<file path="config.mk">
export PLATFORM = sky130hd
export DESIGN_NAME = instr_prefetch_buffer
export DESIGN_NICKNAME = d
export VERILOG_FILES = /design/src/rtl/prefetch_pkg.sv /design/src/rtl/prefetch_fifo.sv /design/src/rtl/instr_prefetch_buffer.sv
export SDC_FILE = /design/constraint.sdc
export NUM_CORES = 1
export LEC_CHECK = 0
export CORE_ASPECT_RATIO = 2
export CORE_MARGIN = 1.5
export CORE_UTILIZATION = 55
export CTS_BUF_LIST = sky130_fd_sc_hd__clkbuf_8
export CTS_CLUSTER_DIAMETER = 30
export DETAILED_ROUTE_END_ITERATION = 7
export GPL_TIMING_DRIVEN = 0
export PLACE_DENSITY = 0.8
export SKIP_CTS_REPAIR_TIMING = 1
export SYNTH_ARGS = -nofsm -noshare
export SYNTH_HDL_FRONTEND = slang
export SYNTH_SLANG_ARGS = --single-unit
</file>
<file path="constraint.sdc">
create_clock -name clk -period 3.3 [get_ports clk]
set_input_delay 0.495 -clock clk [delete_from_list [all_inputs] [get_ports clk]]
set_output_delay 0.495 -clock clk [all_outputs]
set_load 0.03 [all_outputs]
</file>
<file path="src/rtl/prefetch_pkg.sv">
`default_nettype none
// ============================================================================
//  Module   : prefetch_pkg
//  Brief    : Shared defaults and queue entry layout for the instruction
//             prefetch buffer.
//  Revision : 1.0  initial release
// ============================================================================
package prefetch_pkg;

   localparam int c_DEF_ADDR_W = 9;
   localparam int c_DEF_DATA_W = 32;
   localparam int c_DEF_DEPTH  = 4;

   // One queued fetch: the word address it was read from plus the instruction.
   typedef struct packed {
      logic [c_DEF_ADDR_W-1:0] pc;
      logic [c_DEF_DATA_W-1:0] instr;
   } fetch_entry_t;

endpackage : prefetch_pkg
`default_nettype wire

</file>
<file path="src/rtl/prefetch_fifo.sv">
`default_nettype none
// ============================================================================
//  Module   : prefetch_fifo
//  Brief    : Circular queue of fetch entries with head/tail pointers and an
//             occupancy count. Reset is synchronous, active-low; i_clear
//             empties the queue in one cycle.
//  Revision : 1.0  initial release
// ============================================================================
module prefetch_fifo
   import prefetch_pkg::*;
#(
   parameter  int DEPTH = c_DEF_DEPTH,
   localparam int PTR_W = $clog2(DEPTH),
   localparam int CNT_W = $clog2(DEPTH + 1)
) (
   input  logic             clk,
   input  logic             reset,
   input  logic             i_clear,
   input  logic             i_push,
   input  fetch_entry_t     i_pushEntry,
   input  logic             i_pop,
   output fetch_entry_t     o_headEntry,
   output logic [CNT_W-1:0] o_count
);

   fetch_entry_t     r_mem [DEPTH];
   logic [PTR_W-1:0] r_head;
   logic [PTR_W-1:0] r_tail;
   logic [CNT_W-1:0] r_count;

   logic w_doPush;
   logic w_doPop;

   // Popping an empty queue is silently ignored.
   assign w_doPush = i_push;
   assign w_doPop  = i_pop && (r_count != '0);

   // Pointer and occupancy bookkeeping; clear and reset both empty the queue.
   always_ff @(posedge clk) begin
      if (!reset || i_clear) begin
         r_head  <= '0;
         r_tail  <= '0;
         r_count <= '0;
      end else begin
         if (w_doPush) r_tail <= r_tail + PTR_W'(1);
         if (w_doPop)  r_head <= r_head + PTR_W'(1);
         if (w_doPush && !w_doPop)
            r_count <= r_count + CNT_W'(1);
         else if (!w_doPush && w_doPop)
            r_count <= r_count - CNT_W'(1);
      end
   end

   // Entry storage; contents need no reset because the count gates visibility.
   always_ff @(posedge clk) begin
      if (w_doPush && reset && !i_clear)
         r_mem[r_tail] <= i_pushEntry;
   end

   assign o_headEntry = r_mem[r_head];
   assign o_count     = r_count;

endmodule : prefetch_fifo
`default_nettype wire

</file>
<file path="src/rtl/instr_prefetch_buffer.sv">
`default_nettype none
// ============================================================================
//  Module   : instr_prefetch_buffer
//  Brief    : Instruction prefetch queue in front of a 1-cycle-latency
//             instruction memory. Issues sequential fetches while credit is
//             available, flushes on redirect, delivers {pc, instr} to decode
//             over a valid/ready handshake.
//  Config   : define PREFETCH_BYPASS_EN to forward an arriving response
//             straight to the outputs when the queue is empty.
//  Revision : 1.0  initial release
// ============================================================================
module instr_prefetch_buffer
   import prefetch_pkg::*;
#(
   parameter int ADDR_W = c_DEF_ADDR_W,
   parameter int DATA_W = c_DEF_DATA_W,
   parameter int DEPTH  = c_DEF_DEPTH
) (
   input  logic              clk,
   input  logic              reset,
   input  logic              redirect,
   input  logic [ADDR_W-1:0] redirect_pc,
   output logic              imem_req,
   output logic [ADDR_W-1:0] imem_addr,
   input  logic [DATA_W-1:0] imem_rdata,
   output logic              out_valid,
   input  logic              out_ready,
   output logic [DATA_W-1:0] out_instr,
   output logic [ADDR_W-1:0] out_pc,
   output logic [ADDR_W-1:0] out_pc_next
);

   localparam int CNT_W = $clog2(DEPTH + 1);

   logic [ADDR_W-1:0] r_fetchPc;
   logic              r_inflight;
   logic [ADDR_W-1:0] r_inflightPc;

   logic [CNT_W-1:0]  w_count;
   fetch_entry_t      w_head;
   fetch_entry_t      w_rspEntry;
   fetch_entry_t      w_outEntry;
   logic              w_credit;
   logic              w_rspValid;
   logic              w_fifoEmpty;
   logic              w_bypass;
   logic              w_push;
   logic              w_pop;

   // Credit counts the outstanding response so every response has a free slot.
   assign w_credit    = (int'(w_count) + int'(r_inflight)) < DEPTH;
   assign w_fifoEmpty = (w_count == '0);

   // A response arriving during a redirect or reset belongs to the old stream.
   assign w_rspValid  = reset && !redirect && r_inflight;
   assign w_rspEntry  = '{pc: r_inflightPc, instr: imem_rdata};

`ifdef PREFETCH_BYPASS_EN
   assign w_bypass = w_rspValid && w_fifoEmpty;
`else
   assign w_bypass = 1'b0;
`endif

   assign imem_req  = reset && (redirect || w_credit);
   assign imem_addr = redirect ? redirect_pc : r_fetchPc;

   assign out_valid   = reset && !redirect && (!w_fifoEmpty || w_bypass);
   assign w_outEntry  = w_bypass ? w_rspEntry : w_head;
   assign out_instr   = out_valid ? w_outEntry.instr : '0;
   assign out_pc      = out_valid ? w_outEntry.pc    : '0;
   assign out_pc_next = out_pc + ADDR_W'(1);

   // A bypassed response consumed by decode this cycle never enters the queue.
   assign w_pop  = out_valid && out_ready && !w_bypass;
   assign w_push = w_rspValid && !(w_bypass && out_ready);

   // Fetch address sequencing and the single outstanding-request tracker.
   always_ff @(posedge clk) begin
      if (!reset) begin
         r_fetchPc    <= '0;
         r_inflight   <= 1'b0;
         r_inflightPc <= '0;
      end else if (redirect) begin
         r_fetchPc    <= redirect_pc + ADDR_W'(1);
         r_inflight   <= 1'b1;
         r_inflightPc <= redirect_pc;
      end else if (w_credit) begin
         r_fetchPc    <= r_fetchPc + ADDR_W'(1);
         r_inflight   <= 1'b1;
         r_inflightPc <= r_fetchPc;
      end else begin
         r_inflight   <= 1'b0;
      end
   end

   prefetch_fifo #(
      .DEPTH (DEPTH)
   ) u_fifo (
      .clk         (clk),
      .reset       (reset),
      .i_clear     (redirect),
      .i_push      (w_push),
      .i_pushEntry (w_rspEntry),
      .i_pop       (w_pop),
      .o_headEntry (w_head),
      .o_count     (w_count)
   );

endmodule : instr_prefetch_buffer
`default_nettype wire

</file>
Yosys cells after proc, flatten, opt, wreduce, memory -nomap -nowiden
Memory sizes are Yosys's and may differ from the RTL's. A register that Yosys moved wholly into a read port is not among the register bits.
Index checks and enable logic that the tools add are counted.

storage, ports and cells
  memories = 1
  logic and storage cells = 52
  bits in writable memories = 164
  output and inout port bits = 61
  input port bits = 45
  register bits after elaboration = 26

memories
  name          words  width  read ports  clocked after memory_dff  write ports  RTL line             source
  u_fifo.r_mem  4      41     1           1                         1            prefetch_fifo.sv:26  fetch_entry_t r_mem [DEPTH];

operators by class
  magnitude comparators = 1
  add/sub/neg operators = 8
  reduce and logical (&&, ||, !) cells = 21
  multiplexer cells = 15

operator list
  cell                 number
  $mux 9               6
  $mux 32              1
  $add 9x1->9 const B  3
  $logic_and 1x1->1    10
  $mux 3               2
  $logic_not 1->1      5
  $add 2x1->2 const B  2
  $add 3x1->4          1
  $lt 4x3->1 const B   1
  $mux 1               4
  $mux 2               2
  $reduce_bool 2->1    2
  $add 3x1->3 const B  1
  $logic_not 3->1      1
  $reduce_bool 3->1    1
  $sub 3x1->3 const B  1
  $logic_or 1x1->1     2

Logic depth before layout (Yosys ltp)
Gate-level depths: netlist of the first run.

  word-level depth = 8
  mapped depth = 11
  depth with buffers taken out = 9

Hierarchy
From an unflattened synthesis of the first run, not the netlist that was laid out.

unflattened totals
  cells, all modules = 455
  area total of the unflattened synthesis = 8,008.9 µm²

by module, submodules not included
  module                 instances  area each (µm²)  sequential area each (µm²)  cells each
  prefetch_fifo          1          6,404.9          5,104.9                     259
  instr_prefetch_buffer  1          1,604.0          380.4                       196

Least setup slack after synthesis of the first run
No wires, ideal clock.

  path type = in2out
  start point = input redirect
  end point = output out_pc_next[8]
  required time = 2.805 ns
  path buffers = 3
  setup slack = -0.370 ns
  arrival = 3.175 ns
  stages on the path = 11
  cells stage by stage = buf_6 > nand2b_4 > buf_6 > nor2_8 > clkbuf_1 > nand2_1 > inv_1 > ha_1 > and3_1 > nor3b_2 > xor2_1

on the way
  cells in the longest elaborated chain, start to end = 5

RTL lines
  element                         RTL line                     source
  start, declared                 instr_prefetch_buffer.sv:21  input logic redirect,
  $logic_not 1->1                 instr_prefetch_buffer.sv:67  assign out_valid = reset && !redirect && (!w_fifoEmpty || w_bypass);
  $logic_and 1x1->1 (2 in a row)  instr_prefetch_buffer.sv:67
  net out_valid                   instr_prefetch_buffer.sv:26  output logic out_valid,
  $mux 9                          instr_prefetch_buffer.sv:70  assign out_pc = out_valid ? w_outEntry.pc : '0;
  net out_pc[0]                   instr_prefetch_buffer.sv:29  output logic [ADDR_W-1:0] out_pc,
  $add 9x1->9                     instr_prefetch_buffer.sv:71  assign out_pc_next = out_pc + ADDR_W'(1);
  end, declared                   instr_prefetch_buffer.sv:30  output logic [ADDR_W-1:0] out_pc_next

The timed path passes the listed nets, and every way through them passes these cells.

==> impl_metrics.tcl, run 1 <==
set metrics [dict create \
    crit_path_start_kind "flop" \
    report.final.slew_viol_count 0 \
    hpwl_mm 10.5 \
    n_fill_cell 949 \
    drc 0 \
    rsz0062_at_grt "no" \
    post-route-period-util_pct 96.4 \
    crit_chain "buf_6 > buf_12 > mux4_2 > and2_4 > ha_2 > and3_1 > nor3b_2 > xor2_2 > buf_4" \
    clock_latency_ns 0.45 \
    seq_area_frac_synth_pct 70.3 \
    end_kind "output port" \
    pwr_density_cell_nw_per_um2 465 \
    setup_tns_ns 0 \
    critPathArrivalTime_ns 2.69 \
    rows 61 \
    crit_type "reg -> out" \
    start_util_pct 56.2 \
    layout-drive-gt1-share_pct 20.2 \
    overflow 0 \
    status "completed" \
    clock_skew_ns 0.0100 \
    ys_ff_latch 192 \
    dieArea_sq_um 15000 \
    dr.first_iter.drc_count 209 \
    die_h_um 171 \
    ioPinCount 106 \
    syn-instance-count 439 \
    synth_top_flop_cell "edfxtp_1" \
    async_reset_ff_share_pct 0 \
    finalHoldViolations 0 \
    vias 4213 \
    critPathSlowestCell "mux4_2" \
    avgSynthCellArea_sq_um 17.8 \
    clockBufferDepth 2 \
    cts_root_buffer "clkbuf_8" \
    crit_fanout 10 \
    final_antenna_net_count 0 \
    synthesis.area_sq_um 7800 \
    final_cell_count_no_fill 768 \
    dp_cells 736 \
    grt_pass1_vias 4433 \
    finalPower_mw 4.47 \
    antenna_found_initial 0 \
    gp_congestion 0.809 \
    fmax_mhz 314 \
    tightest_slew_ns 0.600 \
    cap_violations 0 \
    cts-htree-levels 4 \
    wire_per_inst_um 19.4 \
    synth_edf_count 164 \
    period_minus_slack_ns 3.18 \
    drtPass1Iterations 5 \
    finalSetupViolCount 0 \
    p_leak_nw 3.44 \
    cts_num_sinks 192 \
    clk_pin_slew_ns 0.09 \
    syn_nets 492 \
    finalWirelength_mm 14.9 \
    cts_tree "done" \
    hold_class "reg -> reg" \
    viasPerCell 5.49 \
    multi_input_area_sq_um 2160 \
    maxSlewHeadroom_pct 60.0 \
    cts-buffers-inserted 17 \
    port_buffers 104 \
    antenna_cells 0 \
    syn_to_final_growth_pct 23.1 \
    grt_pass1_wl_mm 23.3 \
    ir_drop_uv 315 \
    yosysWarnings 0 \
    yosysUniqueCellTypes 44 \
    critPathRequiredTime_ns 2.80 \
    seq_area_sq_um 5490 \
    fp.dieW_um 87.2 \
    fin_util_pct 69.2 \
    core_area_sq_um 13900 \
    gr-usage-all-layers_pct 21.4 \
    max_stage_delay_ns 0.52 \
    grt_start_max_net_pins 33 \
    final_nets 619 \
]
power breakdown:
| group | switching [mW] | internal (mW) | leakage, nW |
|---|---|---|---|
| Clock | 0.846 | 0.623 | 0.200 |
| Sequential | 0.0250 | 2.67 | 1.72 |
| Combinational | 0.156 | 0.143 | 1.52 |
| Total | 1.03 | 3.44 | 3.44 |
final timing paths:
check	startpoint	endpoint	slack [ns]	cells after the start
min	r_fetchPc[7]	r_fetchPc[7]	0.48	2
max reg2reg	u_fifo.o_count[0]	u_fifo.o_count[2]	1.04	9
max	flop	out_pc_next[8]	0.12	9
min reg2reg	r_fetchPc[7]	r_fetchPc[7]	0.48	2
layer usage:
layer  vias up  global-route usage [%]  part of all wire, %
met1      2104                    23.8                   36
met4         0                    9.11                  2.7
met2       152                    39.0                   56
met5         -                       0                    0
met3        29                    4.22                  4.6
li1       1928                       -                    -
cell usage in the layout, fill, tap and decap left out, types with 2 or more instances in the layout:
cell type,n
edfxtp_1,164
clkdlybuf4s50_1,95
mux4_2,40
and2_1,39
dfxtp_1,28
nand2_1,20
clkbuf_8,17
inv_1,14
nor2_1,14
nand3_1,10
xnor2_1,9
mux2i_1,8
xor2_1,7
o21ai_0,7
dlymetal6s2s_1,7
buf_2,6
o211a_1,6
ha_1,6
buf_4,5
buf_12,5
clkinv_4,5
clkbuf_1,4
buf_6,4
and3_2,4
a21oi_1,4
inv_8,4
mux2_2,3
and2_4,3
a21boi_0,3
nor2b_1,2
clkbuf_4,2
clkbuf_2,2
nor3_1,2
and3_1,2
o21ai_1,2
inv_6,2
stage by stage:
step | hold WS (ns) | area [sq um] | setup WS (ns)
6_report | 0.480 | 9610 | 0.118
5_1_grt | 0.503 | 9610 | 0.0120
4_1_cts | 0.483 | 9570 | -0.702
3_5_place_dp | 0.469 | 9180 | -0.681
3_3_place_gp | 0.449 | 9100 | -0.659
2_1_floorplan | 0.436 | 7820 | 0.0100
critical path, delay by kind of cell, from the launching register on:
kind | cells | cell delay [ns]
AND/OR/NAND/NOR | 3 | 0.53
multiplexers | 1 | 0.52
buffers and inverters | 3 | 0.48
flip-flops | 1 | 0.36
adder cells (fa/ha/maj) | 1 | 0.19
XOR/XNOR | 1 | 0.15
sequential cells by signal, indices dropped and copies added (netlist names), named ones only:
| signal | flops |
|---|---|
| u_fifo.r_mem | 164 |
| u_fifo.r_tail | 2 |
| r_inflight | 1 |
| r_inflightPc | 9 |
| u_fifo.o_count | 3 |
| u_fifo.r_head | 2 |
| r_fetchPc | 9 |
cell usage after synthesis (2+ instances only):
cell,number,share of area (%)
and2_1,40,3.2
dfxtp_1,28,7.2
buf_2,7,0.45
mux4_2,40,12
buf_6,4,0.58
edfxtp_1,164,63
inv_1,13,0.63
nor3_1,2,0.13
nand2_1,20,0.96
buf_4,4,0.38
ha_1,7,1.1
o21ai_1,2,0.13
a21boi_0,3,0.29
and2_4,2,0.22
xnor2_1,10,1.1
and3_1,6,0.48
nor2_1,14,0.67
mux2i_1,8,1.0
nand3_1,10,0.64
mux2_2,3,0.43
o21ai_0,7,0.45
a21oi_1,4,0.26
xor2_1,8,0.90
clkbuf_1,7,0.34
nor2b_1,2,0.16
o211a_1,6,0.77
kinds of logic after synthesis:
kind of cell / count (synthesis) / share of synthesized area (%)
flip-flops: 192 / 70.3
AND/OR/NAND/NOR: 107 / 8.03
multiplexers: 52 / 13.3
buffers and inverters: 36 / 2.42
AO/OA/AOI/OAI: 26 / 2.53
XOR/XNOR: 18 / 2.02
adder cells (fa/ha/maj): 8 / 1.38
final cells by class:
type | count | area share [%]
Buffer | 22 | 1.60
Clock buffer | 17 | 2.44
Clock inverter | 15 | 1.59
Inverter | 14 | 0.547
Multi-Input combinational cell | 211 | 22.4
Sequential cell | 192 | 57.1
Tap cell | 189 | 2.46
Timing Repair Buffer | 108 | 11.8
No activity file was read; power rests on OpenSTA's default activity.
==> inputs of run 2 (changes only) <==
--- a/config.mk
+++ b/config.mk
@@ -13,6 +13,7 @@
 export DETAILED_ROUTE_END_ITERATION = 7
 export GPL_TIMING_DRIVEN = 0
 export PLACE_DENSITY = 0.8
+export RECOVER_POWER = 100
 export SKIP_CTS_REPAIR_TIMING = 1
 export SYNTH_ARGS = -nofsm -noshare
 export SYNTH_HDL_FRONTEND = slang
==> impl_metrics.tcl, run 2 (synthesis gave the netlist of run 1 again) <==
set metrics [dict create \
    status "completed" \
    syn_to_final_growth_pct 21.5 \
    finalWirelength_mm 14.9 \
    pwr_density_cell_nw_per_um2 469 \
    tightest_slew_ns 1.10 \
    gr-usage-all-layers_pct 21.4 \
    vias 4203 \
    drtPass1Iterations 5 \
    grt_pass1_vias 4433 \
    largest_reg_flops 164 \
    start_util_pct 56.2 \
    cts-buffers-inserted 17 \
    hpwl_mm 10.5 \
    top_regs "u_fifo.r_mem x164, r_fetchPc x9, r_inflightPc x9" \
    core_area_sq_um 13900 \
    crit_fanout 10 \
    gp_congestion 0.809 \
    fin_util_pct 68.3 \
    clock_skew_ns 0.00897 \
    critPathArrivalTime_ns 2.69 \
    end_kind "output port" \
    period_minus_slack_ns 3.18 \
    antenna_found_initial 1 \
    finalPower_mw 4.45 \
    cts_tree "done" \
    dieArea_sq_um 15000 \
    final_common_cell "edfxtp_1" \
    grt_pass1_wl_mm 23.3 \
    finalHoldViolations 0 \
    clk_pin_slew_ns 0.09 \
    wire_per_inst_um 19.4 \
    critPathRequiredTime_ns 2.80 \
    crit_type "reg -> out" \
    p_leak_nw 3.34 \
    final_cell_mix "164 x edfxtp_1, 54 x dlygate4sd3_1, 41 x clkdlybuf4s50_1" \
    cts_root_buffer "clkbuf_8" \
    ioPinCount 106 \
    hold_class "reg -> reg" \
    n_fill_cell 974 \
    cts-htree-levels 4 \
    cap_violations 0 \
    crit_path_start_kind "flop" \
    dr.first_iter.drc_count 238 \
    clockBufferDepth 2 \
    overflow 0 \
    fmax_mhz 314 \
    maxSlewHeadroom_pct 26.5 \
    port_buffers 104 \
    ir_drop_uv 314 \
    setup_tns_ns 0 \
    grt_start_max_net_pins 33 \
    finalSetupViolCount 0 \
    final_nets 619 \
    clock_latency_ns 0.45 \
    post-route-period-util_pct 96.4 \
    viasPerCell 5.47 \
    cts_num_sinks 192 \
    layout-drive-gt1-share_pct 19.3 \
    drc 0 \
    report.final.slew_viol_count 0 \
    rows 61 \
    rsz0062_at_grt "no" \
    fp.dieW_um 87.2 \
    die_h_um 171 \
    final_antenna_net_count 0 \
    largest-register "u_fifo.r_mem" \
]
-- run 2: final timing paths --
check,slack (ns),cells past startpoint,from,end
worst max-delay path,0.12,6,flop,out_instr[3]
worst min register to register,0.49,2,r_fetchPc[5],r_fetchPc[5]
worst max register to register,0.75,3,r_inflight,u_fifo.r_mem[1][0]
worst min-delay path,0.49,2,r_fetchPc[5],r_fetchPc[5]
-- run 2: final cells by class --
class	count	area, sq um	area share [%]
Antenna cell	1	2.50	0.0264
Buffer	22	153	1.61
Clock buffer	17	234	2.47
Clock inverter	15	153	1.61
Inverter	14	52.6	0.554
Multi-Input combinational cell	211	2150	22.7
Sequential cell	192	5490	57.8
Tap cell	189	236	2.49
Timing Repair Buffer	108	1020	10.7
-- run 2: per-layer routing --
metal,global-route usage [%],up-vias,wire length (um)
li1,-,1931,-
met1,23.8,2114,5430
met2,39.0,128,8440
met3,4.22,30,622
met4,9.11,0,408
met5,0,-,0
-- run 2: critical path, stage by stage (launching register included) --
cell and delay (ns):
dfxtp_1 0.35, buf_6 0.15, buf_12 0.15, clkbuf_4 0.27, mux4_2 0.51, and2_0 0.18, clkdlybuf4s50_1 0.60
-- run 2: report_power, final --
| part | total, mW | leakage (nW) | internal [mW] | switching [mW] |
|---|---|---|---|---|
| Combinational | 0.282 | 1.42 | 0.127 | 0.155 |
| Clock | 1.47 | 0.200 | 0.623 | 0.842 |
| Sequential | 2.70 | 1.72 | 2.67 | 0.0250 |
| Total | 4.45 | 3.34 | 3.42 | 1.02 |
-- run 2: through the flow --
stage | setup slack [ns] | instances | hold WS, ns | cell area [sq um]
6_report | 0.120 | 769 | 0.486 | 9490
5_1_grt | 0.00626 | 769 | 0.503 | 9490
4_1_cts | -0.702 | 768 | 0.483 | 9570
3_5_place_dp | -0.681 | 736 | 0.469 | 9180
3_3_place_gp | -0.659 | 732 | 0.449 | 9100
2_1_floorplan | 0.0100 | 439 | 0.436 | 7820
==> inputs of run 3 (changes only) <==
--- a/config.mk
+++ b/config.mk
@@ -7,12 +7,11 @@
 export LEC_CHECK = 0
 export CORE_ASPECT_RATIO = 2
 export CORE_MARGIN = 1.5
-export CORE_UTILIZATION = 55
+export CORE_UTILIZATION = 35
 export CTS_BUF_LIST = sky130_fd_sc_hd__clkbuf_8
 export CTS_CLUSTER_DIAMETER = 30
 export DETAILED_ROUTE_END_ITERATION = 7
 export GPL_TIMING_DRIVEN = 0
-export PLACE_DENSITY = 0.8
 export RECOVER_POWER = 100
 export SKIP_CTS_REPAIR_TIMING = 1
 export SYNTH_ARGS = -nofsm -noshare
==> impl_metrics.tcl, run 3 (synthesis gave the netlist of run 1 again) <==
set metrics [dict create \
    holdPathStages 2 \
    antenna_found_initial 2 \
    holdPathEnd "r_fetchPc[5]" \
    viasPerCell 4.88 \
    syn_to_final_growth_pct 23.6 \
    crit_type "reg -> out" \
    layout-drive-gt1-share_pct 19.7 \
    cts_root_buffer "clkbuf_8" \
    report.final.slew_viol_count 0 \
    hold_class "reg -> reg" \
    hpwl_mm 11.3 \
    cts_tree "done" \
    grt_pass1_vias 4602 \
    vias 4184 \
    cts-htree-levels 4 \
    clk_pin_slew_ns 0.10 \
    top_regs "u_fifo.r_mem x164, r_fetchPc x9, r_inflightPc x9" \
    start_util_pct 35.5 \
    rows 77 \
    clock_latency_ns 0.48 \
    drc 0 \
    grt_pass1_wl_mm 25.3 \
    finalWirelength_mm 16.1 \
    largest-register "u_fifo.r_mem" \
    dieArea_sq_um 23300 \
    critPathArrivalTime_ns 2.69 \
    dr.first_iter.drc_count 139 \
    crit_path_start_kind "flop" \
    die_h_um 214 \
    gp_congestion 0.815 \
    drtPass1Iterations 4 \
    finalHoldViolations 0 \
    status "completed" \
    ioPinCount 106 \
    final_cell_mix "164 x edfxtp_1, 57 x dlygate4sd3_1, 40 x mux4_2" \
    wire_per_inst_um 18.8 \
    port_buffers 104 \
    cap_violations 0 \
    reg2regPathDepth 3 \
    min-delay-start "r_fetchPc[5]" \
    cts_num_sinks 192 \
    overflow 0 \
    grt_start_max_net_pins 33 \
    critPathRequiredTime_ns 2.80 \
    maxSlewHeadroom_pct 14.6 \
    p_leak_nw 3.45 \
    clock_skew_ns 0.00869 \
    r2r_end "u_fifo.r_mem[1][9]" \
    final_nets 619 \
    post-route-period-util_pct 96.6 \
    final_antenna_net_count 0 \
    crit_fanout 10 \
    finalPower_mw 4.58 \
    tightest_slew_ns 1.28 \
    end_kind "output port" \
    fp.dieW_um 109 \
    rsz0062_at_grt "no" \
    ir_drop_uv 209 \
    fmax_mhz 314 \
    final_common_cell "edfxtp_1" \
    gr-usage-all-layers_pct 15.0 \
    core_area_sq_um 22000 \
    largest_reg_flops 164 \
    cts-buffers-inserted 17 \
    clockBufferDepth 2 \
    r2r-start "r_inflight" \
    setup_tns_ns 0 \
    r2r_slack_ns 0.62 \
    pwr_density_cell_nw_per_um2 475 \
    finalSetupViolCount 0 \
    n_fill_cell 1947 \
    period_minus_slack_ns 3.19 \
]
run 3: changes by cell type in the layout (fill, tap and decap cells not counted), moves of 3 or more:
cell,delta
and2_1,+8
and2_0,-8
clkinv_4,-4
clkdlybuf4s50_1,-9
inv_4,+3
inv_8,-3
dlymetal6s2s_1,+4
dlygate4sd3_1,+3
run 3: how the worst max path moves through the flow:
| stage | startpoint | endpoint | slack [ns] | depth (start not counted) |
|---|---|---|---|---|
| after floorplan | redirect | out_pc_next[8] | 0.01 | 11 |
| after global placement | reset | out_pc_next[8] | -0.85 | 11 |
| after global routing | flop | out_instr[26] | 0.004 | 6 |
| final | flop | out_instr[26] | 0.11 | 5 |
| after CTS | reset | out_pc_next[8] | -0.87 | 11 |
| after detailed placement | reset | out_pc_next[8] | -0.85 | 11 |
run 3: cell type report:
class                           count  area (sq um)  share of cell area [%]
Inverter                           14          52.6                   0.545
Sequential cell                   192          5490                    56.9
Timing Repair Buffer              108          1020                    10.6
Antenna cell                        2          5.00                  0.0519
Multi-Input combinational cell    211          2160                    22.4
Buffer                             22           161                    1.67
Tap cell                          276           345                    3.58
Clock inverter                     15           179                    1.86
Clock buffer                       17           234                    2.43
run 3: critical path: stages, from the launching register on:
cell and delay [ns]:
dfxtp_1 0.46, clkbuf_4 0.29, clkbuf_4 0.28, mux4_2 0.33
and2_1 0.17, dlygate4sd3_1 0.68
run 3: stage by stage:
step / setup slack [ns] / area (sq um) / instances / util (%) / hold WS [ns]
3_5_place_dp: -0.850 / 9300 / 823 / 42.3 / 0.463
6_report: 0.112 / 9640 / 857 / 43.9 / 0.480
5_1_grt: 0.00365 / 9640 / 856 / 43.9 / 0.493
2_1_floorplan: 0.0100 / 7820 / 439 / - / 0.436
4_1_cts: -0.868 / 9710 / 855 / 44.2 / 0.480
3_3_place_gp: -0.851 / 9210 / 819 / 41.9 / 0.453
run 3: report_power, final:
group	internal [mW]	leakage (nW)	switching, mW
clock network	0.761	0.218	0.837
logic	0.126	1.51	0.157
registers	2.67	1.72	0.0244
total	3.56	3.45	1.02
run 3: layer usage:
metal / share of wire [%] / vias up / track usage [%]
li1: - / 1938 / -
met2: 58 / 109 / 27.8
met4: 2.1 / 0 / 5.66
met5: 0 / - / 0
met3: 3.9 / 18 / 4.10
met1: 36 / 2119 / 15.7
==> variant 1, RTL diff (config.mk and constraints of run 2) <==
`c_DEF_DATA_W`: 32 -> 16.
--- a/src/rtl/prefetch_pkg.sv
+++ b/src/rtl/prefetch_pkg.sv
@@ -8,7 +8,7 @@
 package prefetch_pkg;
 
    localparam int c_DEF_ADDR_W = 9;
-   localparam int c_DEF_DATA_W = 32;
+   localparam int c_DEF_DATA_W = 16;
    localparam int c_DEF_DEPTH  = 4;
 
    // One queued fetch: the word address it was read from plus the instruction.
Interface: changed (resized imem_rdata and out_instr); port bits go from 106 to 74. No check against the original RTL was run, so the function may have changed too.
==> variant 1 against run 2 <==
- register-to-register slack better by 290 ps
- design area is 29% lower
- routed wire length is 31% lower
- power is 23% lower
- clock skew is 2.2 ps lower
- area after synthesis is 31% lower
- sequential cell count is 64 lower
- worst setup slack better by 9.8 ps
- critical path type unchanged
- largest power group unchanged
- highest routed layer unchanged
==> variant 1: results (changes against run 2) <==
stage;metric;value;unit;change
worst_setup_path;ff2ff_setup_slack;1040;ps;was 750 ps
placement;port_buffers;72;;was 104
finish;n_antenna_cell;0;;was 1
cts;cts_made_buffers;17;;unchanged
finish;nets;466;;was 619
logic_synthesis;synth_cell_types;47;;was 44
finish;fill_cells;655;;was 974
logic_synthesis;synth_edf_count;100;;was 164
placement;gp_congestion;0.801;;was 0.809
placement;dp_hpwl;6920;um;was 10500 um
global_routing;grt_pass1_vias;3233;;was 4433
cts;clk-insertion-delay-late;430;ps;was 450 ps
logic_synthesis;synth_warnings;0;;unchanged
global_routing;grt_max_degree;26;;was 33
timing;period_share;0.961;;was 0.964
finish;drive_gt1_frac;0.199;;was 0.193
global_routing;antenna_found_initial;0;;was 1
route;drt-total-wl;10300;um;was 14900 um
cts;clk_path_buf_depth;2;;unchanged
finish;top_regs;u_fifo.r_mem (100), r_fetchPc (9), r_inflightPc (9);;was u_fifo.r_mem (164), r_fetchPc (9), r_inflightPc (9)
worst_setup_path;worstPathArrival;2680;ps;was 2690 ps
global_routing;grt_pass1_wl;16400;um;was 23300 um
route;drt_iter0_markers;159;;was 238
logic_synthesis;syn_nets;375;;was 492
route;drt_pass1_iterations;4;;was 5
global_routing;grtUsageTotal;0.217;;was 0.214
cts;path_clk_slew;70;ps;was 90 ps
timing;slew_headroom;0.0882;;was 0.265
power_and_ir_drop;leakagePower;2.49;nW;was 3.34 nW
logic_synthesis;synth_area_leaders;edfxtp_1 (56%), mux4_2 (10%), dfxtp_1 (10%);;was edfxtp_1 (63%), mux4_2 (12%), dfxtp_1 (7.2%)
power_and_ir_drop;vdd_drop_max;409;uV;was 314 uV
route;via_per_inst;5.41;;was 5.47
outcome;status;completed;;unchanged
==> variant 1: path summary, 6_finish.rpt <==
check | start | endpoint | cells after the start
min reg2reg | r_fetchPc[2] | r_fetchPc[2] | 2
min | r_fetchPc[2] | r_fetchPc[2] | 2
max reg2reg | u_fifo.o_count[0] | u_fifo.o_count[2] | 9
max | register | out_instr[12] | 6
==> variant 1: cell families after synthesis <==
| logic type | after synthesis | synth area share |
|---|---|---|
| flip-flops | 128 | 0.661 |
| multiplexers | 36 | 0.126 |
| AND/OR/NAND/NOR | 91 | 0.0987 |
| buffers and inverters | 31 | 0.0309 |
| AO/OA/AOI/OAI | 26 | 0.0344 |
| XOR/XNOR | 18 | 0.0293 |
| adder cells (fa/ha/maj) | 8 | 0.0200 |
==> variant 1: final cells by class <==
cell class	instances	area, um^2	area share
timing repair buffer	72	693	0.104
sequential	128	3560	0.533
tap	132	165	0.0247
inverter	14	55.1	0.00823
multi-input combinational	179	1680	0.251
clock inverter	13	161	0.0241
clock buffer	19	262	0.0391
buffer	17	111	0.0167
==> variant 1: worst max-delay path, stage by stage (launching register included) <==
cell,delay (ps)
dfxtp_1,300
buf_2,200
buf_2,300
buf_2,330
mux4_2,360
and2_1,170
clkdlybuf4s50_1,580
==> variant 1: where the power goes <==
part | leakage [nW] | switching [mW] | internal (mW)
clock network | 0.204 | 0.595 | 0.787
logic | 1.15 | 0.128 | 0.101
registers | 1.14 | 0.0231 | 1.77
total | 2.49 | 0.747 | 2.66
==> variant 1: per-layer routing <==
| layer | GRT usage | wire (um) | up-vias |
|---|---|---|---|
| li1 | - | - | 1446 |
| met1 | 0.233 | 3800 | 1547 |
| met3 | 0.0480 | 472 | 19 |
| met4 | 0.0983 | 225 | 0 |
| met2 | 0.391 | 5800 | 92 |
| met5 | 0 | 0 | - |
==> variant 1: stage by stage <==
step	hold WS, ps	cells	util	cell area [um^2]
floorplan	436	338	-	5410
detailed placement	460	542	0.653	6290
CTS	469	574	0.697	6710
global route	500	574	0.694	6690
global placement	447	542	0.653	6290
finish	475	574	0.694	6690
==> variant 2, RTL diff (config.mk and constraints of run 2) <==
Made on the original files. Reset style: asynchronous (`reset`), changed in one clocked block.
--- a/src/rtl/instr_prefetch_buffer.sv
+++ b/src/rtl/instr_prefetch_buffer.sv
@@ -75,7 +75,7 @@
    assign w_push = w_rspValid && !(w_bypass && out_ready);
 
    // Fetch address sequencing and the single outstanding-request tracker.
-   always_ff @(posedge clk) begin
+   always_ff @(posedge clk or negedge reset) begin
       if (!reset) begin
          r_fetchPc    <= '0;
          r_inflight   <= 1'b0;
Behaviour: differs if reset is asserted again (counterexample within 4 cycles, from zero or initial values and one cycle with reset low); with reset held inactive, the same outputs for 10 cycles.
==> variant 2 against run 2 <==
- power rose by 5.9%
- sequential cell count did not move
- global-route usage rose by 0.15 points
- area after synthesis did not move
- combinational power rose by 58%
- design area fell by 0.61%
- register-to-register slack got worse by 130 ps
- routed wire length rose by 2.8%
- worst setup slack got worse by 98 ps
==> variant 2: results (changes against run 2) <==
stage;metric;value;unit;change
global_routing;grt_max_degree;35;;was 33
timing;skew;11.8;ps;was 8.97 ps
placement;dp_hpwl;10600;um;was 10500 um
global_routing;grtUsageTotal;0.216;;was 0.214
logic_synthesis;synth_edf_count;164;;unchanged
global_routing;use_met2;0.388;;was 0.390
power_and_ir_drop;leakagePower;3.36;nW;was 3.34 nW
global_routing;antenna_found_initial;0;;was 1
logic_synthesis;synth_top_cells_by_count;edfxtp_1 (164), and3_1 (43), mux4_2 (40), nor2_1 (29), dfrtp_1 (19);;was edfxtp_1 (164), and2_1 (40), mux4_2 (40), dfxtp_1 (28), nand2_1 (20)
logic_synthesis;synth_cell_types;39;;was 44
route;detail_route.wl_per_cell;20.1;um;was 19.4 um
timing;slew_headroom;0.152;;was 0.265
worst_setup_path;worstPathArrival;2780;ps;was 2690 ps
logic_synthesis;yosysSeqAreaShare;0.715;;was 0.703
global_routing;grt_pass1_vias;4566;;was 4433
logic_synthesis;async_reset_ff_frac;0.0990;;was 0
power_and_ir_drop;vdd_drop_max;405;uV;was 314 uV
placement;place_area;9180;um^2;about the same
power_and_ir_drop;power.switching;1.21;mW;was 1.02 mW
logic_synthesis;syn_nets;485;;was 492
route;via_per_inst;5.60;;was 5.47
route;drt_iter0_markers;221;;was 238
global_routing;gr-usage-met1;0.249;;was 0.238
placement;gp_congestion;0.789;;was 0.809
worst_setup_path;cp_slowest_cell;clkdlybuf4s50_1;;unchanged
global_routing;use_met3;0.0465;;was 0.0422
global_routing;grt_pass1_wl;23600;um;was 23300 um
outcome;status;completed;;unchanged
logic_synthesis;synth_area_leaders;edfxtp_1 (63%), mux4_2 (12%), dfrtp_1 (6.1%);;was edfxtp_1 (63%), mux4_2 (12%), dfxtp_1 (7.2%)
finish;drive_gt1_frac;0.192;;was 0.193
finish;nets;613;;was 619
-- variant 2: cell count changes after synthesis, moves of 4 or more --
cell | run 2 | this run
a21oi_1 | 4 | 13
and2_1 | 40 | 3
and3_1 | 6 | 43
and3_4 | 0 | 4
buf_2 | 7 | 3
clkbuf_1 | 7 | 15
dfrtp_1 | 0 | 19
dfxtp_1 | 28 | 9
nand2_1 | 20 | 10
nand3_1 | 10 | 6
nor2_1 | 14 | 29
o211a_1 | 6 | 0
o21ai_0 | 7 | 2
-- variant 2: layout make-up --
class | instances | area [um^2]
flip-flops and latches | 192 | 5580
fillers | 1018 | 4460
well taps | 189 | 236
plain buffers | 24 | 140
clock buffers | 17 | 234
inverters | 11 | 41.3
multi-input cells | 205 | 2060
repair buffers | 109 | 983
clock inverters | 15 | 150
-- variant 2: worst max-delay path, delay by kind of cell (launching register included) --
kind / cells / cell delay [ps]
muxes: 1 / 540
buffers and inverters: 4 / 1240
and+or+nand+nor: 1 / 210
DFF: 1 / 330
-- variant 2: layer usage --
metal | share of wire | wire length (um)
met2 | 0.56 | 8530
met3 | 0.058 | 895
met1 | 0.37 | 5640
met5 | 0 | 0
met4 | 0.016 | 251
-- variant 2: cell families after synthesis --
kind of cell | count (synthesis) | synth area share
compound gates | 20 | 0.0172
fa+ha+maj | 8 | 0.0138
xor+xnor | 18 | 0.0202
buf+inv | 35 | 0.0224
mux | 54 | 0.136
flops | 192 | 0.715
simple gates | 105 | 0.0750
-- variant 2: power groups by stage --
stage,Combinational (mW),Clock (mW),Sequential [mW]
2_1_floorplan,0.275,0,2.85
3_3_place_gp,0.458,0,2.86
3_5_place_dp,0.477,0,2.87
4_1_cts,0.481,1.47,2.81
5_1_grt,0.479,1.56,2.83
6_report,0.446,1.45,2.81
-- variant 2: path summary, 6_finish.rpt --
check                             startpoint                end  slack [ps]  depth (start not counted)
max                                 register      out_instr[19]          20                          6
min                             r_fetchPc[4]       r_fetchPc[4]         500                          2
max reg2reg                u_fifo.o_count[2]  u_fifo.o_count[2]         620                          9
min reg2reg                     r_fetchPc[4]       r_fetchPc[4]         500                          2
max in group asynchronous              reset       r_fetchPc[2]        1880                          2
min in group asynchronous              reset    r_inflightPc[4]         870                          2
-- variant 2: stage by stage --
stage,std cells,setup WS (ps),setup TNS [ps]
4_1_cts,761,-1250,-45980
5_1_grt,762,-109,-2050
3_3_place_gp,725,-1470,-284680
3_5_place_dp,729,-1250,-101830
6_report,762,22.3,0
2_1_floorplan,432,22.2,0
